==> config.mk <==
export PLATFORM = sky130hd
export DESIGN_NAME = alu_arbiter
export DESIGN_NICKNAME = d
export VERILOG_FILES = /design/src/rtl/alu_arbiter.sv
export SDC_FILE = /design/constraint.sdc
export NUM_CORES = 1
export LEC_CHECK = 0
export ABC_AREA = 1
export ABC_CLOCK_PERIOD_IN_PS = 10200
export BUFFER_PORTS_ARGS = -buffer_cell sky130_fd_sc_hd__buf_2
export CELL_PAD_IN_SITES_DETAIL_PLACEMENT = 0
export CELL_PAD_IN_SITES_GLOBAL_PLACEMENT = 2
export CORE_UTILIZATION = 26
export CTS_CLUSTER_SIZE = 10
export DETAILED_ROUTE_END_ITERATION = 6
export PLACE_DENSITY = 0.91
export SYNTH_ARGS = -nofsm -noshare
export SYNTH_HDL_FRONTEND = slang
export SYNTH_SLANG_ARGS = --single-unit
==> constraint.sdc <==
create_clock -name clk -period 10.2 [get_ports clk]
set_clock_uncertainty 0.15 [all_clocks]
set_input_delay 1.02 -clock clk [delete_from_list [all_inputs] [get_ports clk]]
set_output_delay 1.02 -clock clk [all_outputs]
set_load 0.05 [all_outputs]
==> src/rtl/alu_arbiter.sv <==
`default_nettype none
// ============================================================================
// Module      : alu_arbiter
// Description : Round-robin two-port sequencer for the shared ripple ALU,
//               holding operands for a settle window and returning a tagged
//               registered response with SLT and signed-overflow support.
// Revision    : 1.0 - initial release
// ============================================================================
module alu_arbiter #(
    parameter int SETTLE = 2
) (
    input  logic        clk,
    input  logic        reset,
    input  logic        req0_valid,
    input  logic        req1_valid,
    output logic        req0_ready,
    output logic        req1_ready,
    input  logic [31:0] req0_a,
    input  logic [31:0] req0_b,
    input  logic [31:0] req1_a,
    input  logic [31:0] req1_b,
    input  logic [2:0]  req0_op,
    input  logic [2:0]  req1_op,
    output logic [31:0] alu_a,
    output logic [31:0] alu_b,
    output logic [2:0]  alu_op,
    input  logic [31:0] alu_result,
    input  logic        alu_cout,
    input  logic        alu_zero,
    input  logic        alu_set,
    output logic        rsp_valid,
    input  logic        rsp_ready,
    output logic        rsp_id,
    output logic [31:0] rsp_result,
    output logic        rsp_cout,
    output logic        rsp_zero,
    output logic        rsp_ovf,
    output logic        rsp_err
);

    localparam logic [1:0] c_idle   = 2'd0;
    localparam logic [1:0] c_busy   = 2'd1;
    localparam logic [1:0] c_resp   = 2'd2;

    localparam logic [2:0] c_op_and = 3'b000;
    localparam logic [2:0] c_op_or  = 3'b001;
    localparam logic [2:0] c_op_add = 3'b010;
    localparam logic [2:0] c_op_sub = 3'b110;
    localparam logic [2:0] c_op_slt = 3'b111;

    localparam logic [3:0] c_settle = 4'(SETTLE);

    logic [1:0]  r_state;
    logic [3:0]  r_cnt;
    logic        r_last;
    logic [31:0] r_a;
    logic [31:0] r_b;
    logic [2:0]  r_op;
    logic        r_id;
    logic [2:0]  r_alu_op;
    logic        r_rsp_valid;
    logic        r_rsp_id;
    logic [31:0] r_rsp_result;
    logic        r_rsp_cout;
    logic        r_rsp_zero;
    logic        r_rsp_ovf;
    logic        r_rsp_err;

    logic        w_idle;
    logic        w_grant;
    logic        w_accept;
    logic [31:0] w_in_a;
    logic [31:0] w_in_b;
    logic [2:0]  w_in_op;
    logic [2:0]  w_map_op;
    logic        w_ovf_add;
    logic        w_ovf_sub;
    logic        w_slt_bit;
    logic [31:0] w_result;
    logic        w_cout;
    logic        w_zero;
    logic        w_ovf;
    logic        w_err;

    // On a tie the requester that was not served last wins.
    always_comb begin
        w_grant = 1'b0;
        if (req0_valid && req1_valid) begin
            w_grant = ~r_last;
        end else if (req1_valid) begin
            w_grant = 1'b1;
        end
    end

    assign w_idle     = (r_state == c_idle);
    assign req0_ready = w_idle && !w_grant;
    assign req1_ready = w_idle && w_grant;
    assign w_accept   = (req0_valid && req0_ready) || (req1_valid && req1_ready);

    assign w_in_a  = w_grant ? req1_a  : req0_a;
    assign w_in_b  = w_grant ? req1_b  : req0_b;
    assign w_in_op = w_grant ? req1_op : req0_op;

    always_comb begin
        w_map_op = c_op_and;
        case (w_in_op)
            c_op_and, c_op_or, c_op_add, c_op_sub: w_map_op = w_in_op;
            c_op_slt:                              w_map_op = c_op_sub;
            default:                               w_map_op = c_op_and;
        endcase
    end

    assign w_ovf_add = (r_a[31] == r_b[31])  && (alu_result[31] != r_a[31]);
    assign w_ovf_sub = (r_a[31] == ~r_b[31]) && (alu_result[31] != r_a[31]);
    // The raw sign of a-b is wrong exactly when the subtraction overflows.
    assign w_slt_bit = alu_set ^ w_ovf_sub;

    always_comb begin
        w_result = alu_result;
        w_cout   = 1'b0;
        w_zero   = (alu_result == 32'd0);
        w_ovf    = 1'b0;
        w_err    = 1'b0;
        case (r_op)
            c_op_add: begin
                w_cout = alu_cout;
                w_zero = alu_zero;
                w_ovf  = w_ovf_add;
            end
            c_op_sub: begin
                w_cout = alu_cout;
                w_zero = alu_zero;
                w_ovf  = w_ovf_sub;
            end
            c_op_and, c_op_or: begin
                w_result = alu_result;
            end
            c_op_slt: begin
                w_result = {31'd0, w_slt_bit};
                w_zero   = ~w_slt_bit;
                w_cout   = alu_cout;
            end
            default: begin
                w_result = 32'd0;
                w_zero   = 1'b1;
                w_err    = 1'b1;
            end
        endcase
    end

    always_ff @(posedge clk or posedge reset) begin
        if (reset) begin
            r_state      <= c_idle;
            r_cnt        <= 4'd0;
            r_last       <= 1'b1;
            r_a          <= 32'd0;
            r_b          <= 32'd0;
            r_op         <= c_op_and;
            r_id         <= 1'b0;
            r_alu_op     <= c_op_and;
            r_rsp_valid  <= 1'b0;
            r_rsp_id     <= 1'b0;
            r_rsp_result <= 32'd0;
            r_rsp_cout   <= 1'b0;
            r_rsp_zero   <= 1'b0;
            r_rsp_ovf    <= 1'b0;
            r_rsp_err    <= 1'b0;
        end else begin
            case (r_state)
                c_idle: begin
                    if (w_accept) begin
                        r_a      <= w_in_a;
                        r_b      <= w_in_b;
                        r_op     <= w_in_op;
                        r_id     <= w_grant;
                        r_last   <= w_grant;
                        r_alu_op <= w_map_op;
                        r_cnt    <= c_settle;
                        r_state  <= c_busy;
                    end
                end
                c_busy: begin
                    r_cnt <= r_cnt - 4'd1;
                    if (r_cnt == 4'd1) begin
                        r_rsp_valid  <= 1'b1;
                        r_rsp_id     <= r_id;
                        r_rsp_result <= w_result;
                        r_rsp_cout   <= w_cout;
                        r_rsp_zero   <= w_zero;
                        r_rsp_ovf    <= w_ovf;
                        r_rsp_err    <= w_err;
                        r_state      <= c_resp;
                    end
                end
                c_resp: begin
                    if (rsp_ready) begin
                        r_rsp_valid <= 1'b0;
                        r_state     <= c_idle;
                    end
                end
                default: r_state <= c_idle;
            endcase
        end
    end

    assign alu_a      = r_a;
    assign alu_b      = r_b;
    assign alu_op     = r_alu_op;
    assign rsp_valid  = r_rsp_valid;
    assign rsp_id     = r_rsp_id;
    assign rsp_result = r_rsp_result;
    assign rsp_cout   = r_rsp_cout;
    assign rsp_zero   = r_rsp_zero;
    assign rsp_ovf    = r_rsp_ovf;
    assign rsp_err    = r_rsp_err;

endmodule
`default_nettype wire
After elaboration in Yosys (flattened, before gate mapping) --
Index checks and enable logic that the tools add are counted.
Storage, ports and cells: output and inout port bits 107, bits in writable memories 0, ROM bits 0, word-level logic and storage cells 83, bits of input ports 174, bits in registers 116, latch bits 0, memories kept 0
Cells by class: multiplexer cells 20, reductions and logical operators 26, $lt $le $gt $ge 0, shift operators 0, multiply operators 0, div/mod/pow operators 0, bitwise gates (word level) 4, $add $sub $neg 1, equal/unequal tests 17
Operators with widths (number):
- $mux 32 | 2
- $pmux 32 s2 | 1
- $logic_not 32->1 | 1
- $eq 3x3->1 const B | 4
- $pmux 4 s2 | 1
- $reduce_or 4->1 | 2
- $logic_and 1x1->1 | 7
- $eq 3x1->1 const B | 2
- $eq 3x2->1 const B | 2
- $logic_not 3->1 | 2
- $mux 1 | 6
- $mux 2 | 3
- $pmux 2 s3 | 1
- $pmux 3 s2 | 1
- $reduce_and 2->1 | 3
- $reduce_and 3->1 | 2
- $reduce_or 5->1 | 1
- $eq 4x1->1 const B | 1
- $mux 4 | 1
- $ne 2x2->1 const B | 2
- $pmux 1 s2 | 2
- $reduce_bool 2->1 | 2
- $reduce_or 2->1 | 2
- $sub 4x1->4 const B | 1
- other kinds (13) | 16

Longest topological paths before layout --
Gate-level depths: netlist of run 1.
word-level depth 8, depth in mapped cells 9, mapped depth without buffers 9

Least setup slack after synthesis of run 1 --
OpenSTA, ideal clock, no wires.
kind input-to-output, start in req0_valid, end out req1_ready, data required time 9.030 ns, stages on the path 4, data arrival time 2.019 ns, setup slack 7.011 ns, buffers on the path 1, cell sequence nand2_1 -> nand2_2 -> buf_4 -> nor2_1
On the way: cells in the longest elaborated chain, start to end 3
Ends and longest elaborated chain:
- from (decl) | line 14 | input logic req0_valid,
- $logic_and 1x1->1 | line 88 | if (req0_valid && req1_valid) begin
- $mux 1 | line 88
- $logic_and 1x1->1 | line 97 | assign req1_ready = w_idle && w_grant;
- to (decl) | line 17 | output logic req1_ready,
No other way between the ends.

Final worst setup path of run 1 --
start in req0_valid, end out req0_ready
On the way: cells in the longest elaborated chain, start to end 4
Ends and longest elaborated chain:
- $logic_and 1x1->1 | line 88
- $mux 1 | line 88
- $logic_not 1->1 | line 96 | assign req0_ready = w_idle && !w_grant;
- $logic_and 1x1->1 | line 96
- to (decl) | line 16 | output logic req0_ready,
No other way between the ends.

==> results_dict.tcl, run 1 <==
set metrics [dict create \
    netlist.area_leader.share_pct 53.39 \
    synth_seq_cells 116 \
    setup_viol 0 \
    cts_tree "built" \
    grt_pass1_wl_mm 28.06 \
    cts_buffer_depth 2 \
    holdBufCountCts 0 \
    coreArea_sq_mm 0.02030 \
    yosys-top-cells-count "nand2_1, dfrtp_1, nor2_1, o21ai_1, o21ai_0" \
    die_h_microns 146.0 \
    hold_path.class "flop to flop" \
    synth.distinct_cells 31 \
    place_hpwl_mm 11.84 \
    pin_count 281 \
    tightest_slew_ps 1057 \
    r2r_start "r_last$_DFFE_PP1P_" \
    synthTopCellsByArea "dfrtp_1, nand2_1, o21ai_1" \
    crit_arrival_ps 2310 \
    h-tree-depth 4 \
    rrSetupSlack_ps 7450 \
    area_delta_synth_final_pct 39.25 \
    ys_warn_count 0 \
    antenna_found_initial 1 \
    p_leak_nw 3.972 \
    ys.flop_type "dfrtp_1" \
    place_ws_ps 6706 \
    die_x_microns 146.0 \
    crit_chain "buf_2 -> nand2_1 -> nand2_2 -> buf_4 -> nand2_1 -> inv_1 -> buf_2" \
    critPathSlowestCell "buf_4" \
    die_area_sq_mm 0.02131 \
    dr.first_iter.drc_count 212 \
    final_min_period_over_clock_period_pct 34.09 \
    antenna_left 0 \
    cts_setup_buffers 0 \
    grt_usage_pct 16.81 \
    via_count 5226 \
    numCtsBuffers 17 \
    fp-row-count 52 \
    grt_start_max_net_pins 74 \
    slew_viol_final 0 \
    synth_edf_count 0 \
    r2r_cells 9 \
    place_congestion 0.7519 \
    grt.overflow.total 0 \
    drtPass1Iterations 5 \
    period_minus_slack_ps 3478 \
    p_per_area_mw_per_mm2 390.4 \
    crit_cells 7 \
    ir_drop_uv 211.4 \
    crit_fanout 71 \
    clkLatencyLatePin_ps 410 \
    drive_above_1_share_pct 37.13 \
    synth_fp_nets 812 \
    required_ps 9030 \
    cap_viol_max_count 0 \
    critPathKind "input pin to primary output" \
    timing.final.ws_setup_ps 6722 \
    grt_pass1_vias 5391 \
    synth.most_common_cell "nand2_1" \
    clock_sinks 116 \
    yosysTopAreaCell "dfrtp_1" \
    max_stage_delay_ps 630 \
    syn-cell-area_sq_mm 0.005390 \
    startpoint "req0_valid" \
    initial_core_util_pct 26.55 \
    numPortBuffers 280 \
    clk_pin_slew_ps 50 \
    hold_violations 0 \
    r2r-end "alu_op[0]$_DFFE_PP0P_" \
    rsz0062_at_grt "false" \
    cts.repair.resized 0 \
    holdWs_ps 322.7 \
    endpoint_kind "primary output" \
    path_delay_family "buffers and inverters" \
    status "finished clean" \
    viasPerCell 4.414 \
    postSynthCellCount 636 \
    endpoint "req0_ready" \
    synth_area_per_cell_sq_um 8.475 \
    fillers 2190 \
    nets 1077 \
    fin_tns_setup_ps 0 \
    ys_seq_area_share_pct 53.88 \
    clock.fmax_mhz 287.6 \
    clockRootBuffer "clkbuf_16" \
    critPathBufInv 4 \
    async_flop_share_pct 100.0 \
    drc 0 \
    wl_mm 17.50 \
    wl_per_cell_microns 14.78 \
    relSlewSlack_pct 29.46 \
    start_kind "input pin" \
]
## kinds of logic after synthesis
family | synth area share (%)
buf+inv | 7.126
fa+ha+maj | 0.4642
compound gates | 17.25
flops | 53.88
simple gates | 20.94
xor+xnor | 0.1625
mux | 0.1857
## final cells by class
cell class                      instances  area, sq um  share of cell area, %
Tap cell                              270        337.8                  4.501
Multi-Input combinational cell        446         2102                  28.00
Antenna cell                            1        2.502                0.03334
Sequential cell                       116         2904                  38.69
Inverter                               37        143.9                  1.917
Timing Repair Buffer                  283         1424                  18.97
Clock inverter                         10        131.4                  1.750
Clock buffer                           21        460.4                  6.134
## metrics by stage
stage | cells | instance area, sq um | util, % | total power, mW
global route | 1183 | 7503 | 36.96 | 3.110
finish | 1184 | 7506 | 36.98 | 2.931
detailed placement | 1152 | 6912 | 34.05 | 2.345
global placement | 1152 | 6912 | 34.05 | 2.332
floorplan | 636 | 5390 | - | 1.983
CTS | 1183 | 7503 | 36.96 | 2.967
## worst min-delay path: stages (launching register included)
cell and delay [ps]:
dfrtp_1 340, nand2_1 50, nand2_1 50
## layer usage
| layer | global-route usage [%] | vias up | wire length (microns) |
|---|---|---|---|
| li1 | - | 2607 | - |
| met1 | 19.88 | 2403 | 7506 |
| met2 | 28.71 | 200 | 8425 |
| met3 | 5.611 | 16 | 1337 |
| met4 | 5.313 | 0 | 234 |
| met5 | 0 | - | 0 |
## worst min-delay path by stage
stage	start	cells past startpoint	endpoint	slack, ps
floorplan	r_cnt[3]$_DFFE_PP0P_	1	r_cnt[3]$_DFFE_PP0P_	300
global placement	rsp_result[18]$_DFFE_PP0P_	2	rsp_result[18]$_DFFE_PP0P_	310
detailed placement	rsp_result[24]$_DFFE_PP0P_	2	rsp_result[24]$_DFFE_PP0P_	310
CTS	rsp_result[24]$_DFFE_PP0P_	2	rsp_result[24]$_DFFE_PP0P_	330
finish	rsp_result[24]$_DFFE_PP0P_	2	rsp_result[24]$_DFFE_PP0P_	320
global route	rsp_result[22]$_DFFE_PP0P_	2	rsp_result[22]$_DFFE_PP0P_	340
## where the power goes
group,total [mW],switching [mW],internal [mW]
Combinational,1.52,1.18,0.340
Sequential,0.805,0.123,0.681
Clock,0.609,0.215,0.394
Total,2.93,1.52,1.42
## placed cells by master, fill, tap and decap left out, types with 2 or more instances in the layout
cell,n
a21oi_1,2
buf_2,280
buf_4,3
bufinv_16,3
clkbuf_1,2
clkbuf_16,17
clkbuf_8,2
clkinv_2,5
dfrtp_1,115
ha_1,2
inv_1,30
inv_2,5
inv_4,2
nand2_1,155
nand3_1,25
nand4_1,4
nor2_1,88
nor2_4,3
o21ai_0,68
o21ai_1,71
o22ai_1,2
o31ai_1,4
o31ai_2,12
## sequential cells by signal (all words and copies together), names as in the netlist
name	cells
rsp_zero	1
rsp_valid	1
r_id	1
r_cnt	4
rsp_err	1
rsp_ovf	1
rsp_cout	1
r_last	1
rsp_id	1
rsp_result	32
alu_a	32
r_op	3
alu_b	32
alu_op	3
r_state	2
(Power assumes the default switching activity.)
==> run 2, diff against run 1 <==
Settings changed: ABC_AREA 1 to 0, ABC_CLOCK_PERIOD_IN_PS 10200 to 2980, CORE_UTILIZATION 26 to 23, PLACE_DENSITY 0.91 to 0.83.
Clock period 10.2 ns to 2.98 ns, I/O delays scaled along.
==> results_dict.tcl, run 2 <==
set metrics [dict create \
    status "finished clean" \
    viasPerCell 4.178 \
    synth_seq_cells 116 \
    via_count 4771 \
    synth_fp_nets 714 \
    p_per_area_mw_per_mm2 1264 \
    place_congestion 0.7472 \
    final_common_cell "buf_2" \
    die_h_microns 154.4 \
    power_mw 10.11 \
    antenna_found_initial 4 \
    ys_seq_area_share_pct 54.38 \
    fin_tns_setup_ps 0 \
    ir_drop_uv 459.8 \
    cts.repair.resized 0 \
    postSynthCellCount 538 \
    relSlewSlack_pct 49.81 \
    ys_warn_count 0 \
    numPortBuffers 280 \
    coreArea_sq_mm 0.02271 \
    nets 1018 \
    yosys-top-cells-count "nand2_1, dfrtp_1, o21ai_0, mux2i_1, o21ai_1" \
    grt_usage_pct 13.83 \
    drc 0 \
    drtPass1Iterations 4 \
    ys.flop_type "dfrtp_1" \
    rrSetupSlack_ps 910 \
    seqCellArea_sq_mm 0.002904 \
    synth.distinct_cells 39 \
    synthTopCellsByArea "dfrtp_1, mux2i_1, nand2_1" \
    clockRootBuffer "clkbuf_16" \
    netlist.area_leader.share_pct 53.89 \
    slew_viol_final 0 \
    hold_path.class "input pin to flop" \
    r2r_cells 5 \
    start_kind "flop" \
    critPathKind "flop to primary output" \
    syn-cell-area_sq_mm 0.005340 \
    startpoint "r_last$_DFFE_PP1P_" \
    grt.overflow.total 0 \
    layout_common_cells "buf_2, nand2_1, dfrtp_1" \
    clkLatencyLatePin_ps 410 \
    clock.fmax_mhz 455.3 \
    cap_viol_max_count 0 \
    crit_fanout 17 \
    async_flop_share_pct 100.0 \
    clk_pin_slew_ps 60 \
    multi_input_area_sq_mm 0.002213 \
    dr.first_iter.drc_count 233 \
    antenna_left 0 \
    synth.most_common_cell "nand2_1" \
    area_delta_synth_final_pct 49.77 \
    wl_per_cell_microns 13.93 \
    cts_tree "built" \
    h-tree-depth 4 \
    wl_mm 15.91 \
    grt_pass1_wl_mm 25.23 \
    clock_sinks 116 \
    r2r_start "r_cnt[0]$_DFFE_PP0P_" \
    endpoint_kind "primary output" \
    initial_core_util_pct 23.52 \
    grt_pass1_vias 4693 \
    die_x_microns 154.4 \
    crit_arrival_ps 1750 \
    holdBufCountCts 32 \
    cts_setup_buffers 0 \
    period_minus_slack_ps 2197 \
    holdWs_ps 19.93 \
    p_leak_nw 4.137 \
    grt_start_max_net_pins 73 \
    endpoint "req1_ready" \
    timing.final.ws_setup_ps 783.4 \
    r2r-end "rsp_id$_DFFE_PP0P_" \
    hold_violations 0 \
    min_from "alu_result[12]" \
    place_ws_ps 908.9 \
    final_min_period_over_clock_period_pct 73.71 \
    required_ps 2530 \
    tightest_slew_ps 750.1 \
    place_hpwl_mm 11.93 \
    setup_viol 0 \
    fp-row-count 55 \
    synth_edf_count 0 \
    pin_count 281 \
    fillers 2324 \
    numCtsBuffers 17 \
    cts_buffer_depth 2 \
    drive_above_1_share_pct 38.25 \
    synth_area_per_cell_sq_um 9.926 \
    rsz0062_at_grt "false" \
    yosysTopAreaCell "dfrtp_1" \
    die_area_sq_mm 0.02383 \
]
-- run 2: cell types whose count changed in the layout (fill, tap and decap cells not counted), sizes merged, moves of 7 or more --
cell and change:
nand2b +7, o31ai -14, nand3 -19, inv -34
o21ai -26, nor2 -89, mux2i +69, nor4 +8
dlygate4sd3 +32, nand2 -14
-- run 2: critical path, stage by stage (launching register included) --
cell and delay, ps:
dfstp_2 380, a21boi_4 160, buf_4 310, and2_1 210, buf_2 280
-- run 2: power by group --
part	switching, mW	internal (mW)	leakage [nW]
logic	3.80	1.23	2.37
clock network	0.732	1.57	0.323
registers	0.448	2.33	1.44
-- run 2: worst min-delay path by stage --
stage	to	slack, ps	depth (start not counted)
finish	rsp_result[12]$_DFFE_PP0P_	20	3
global route	alu_a[17]$_DFFE_PP0P_	20	3
CTS	alu_a[1]$_DFFE_PP0P_	0.7	3
detailed placement	alu_a[23]$_DFFE_PP0P_	300	3
global placement	alu_a[22]$_DFFE_PP0P_	290	3
floorplan	r_state[1]$_DFFE_PP0P_	260	1
-- run 2: metal layers --
metal	routed length, microns	part of all wire (%)	global-route usage [%]	vias up
li1	-	-	-	2464
met1	7331	46	17.76	2085
met2	7161	45	21.56	202
met3	1181	7.4	4.707	16
met4	210	1.3	4.950	4
met5	27	0.17	0	-
-- run 2: through the flow --
step	instances	area, sq um	util [%]
after floorplan	538	5344	-
after global placement	1076	7012	30.88
after detailed placement	1076	7012	30.88
after CTS	1140	7993	35.20
after global routing	1140	7993	35.20
final	1142	7998	35.22
-- run 2: kinds of logic after synthesis --
group	Yosys count	share of synthesized area (%)
muxes	71	13.33
AOI/OAI and AO/OA	127	12.44
buffers and inverters	40	4.569
xor gates and xnor gates	1	0.1640
and+or+nand+nor	181	14.64
DFF	116	54.38
adders and majority gates	2	0.4685
-- run 2: area by class of cell --
| class | count | area share [%] |
|---|---|---|
| timing repair buffer | 321 | 23.00 |
| clock inverter | 9 | 2.159 |
| inverter | 4 | 0.2347 |
| tap | 285 | 4.459 |
| clock buffer | 23 | 6.101 |
| multi-input combinational | 382 | 27.68 |
| sequential | 116 | 36.31 |
| antenna | 2 | 0.06258 |
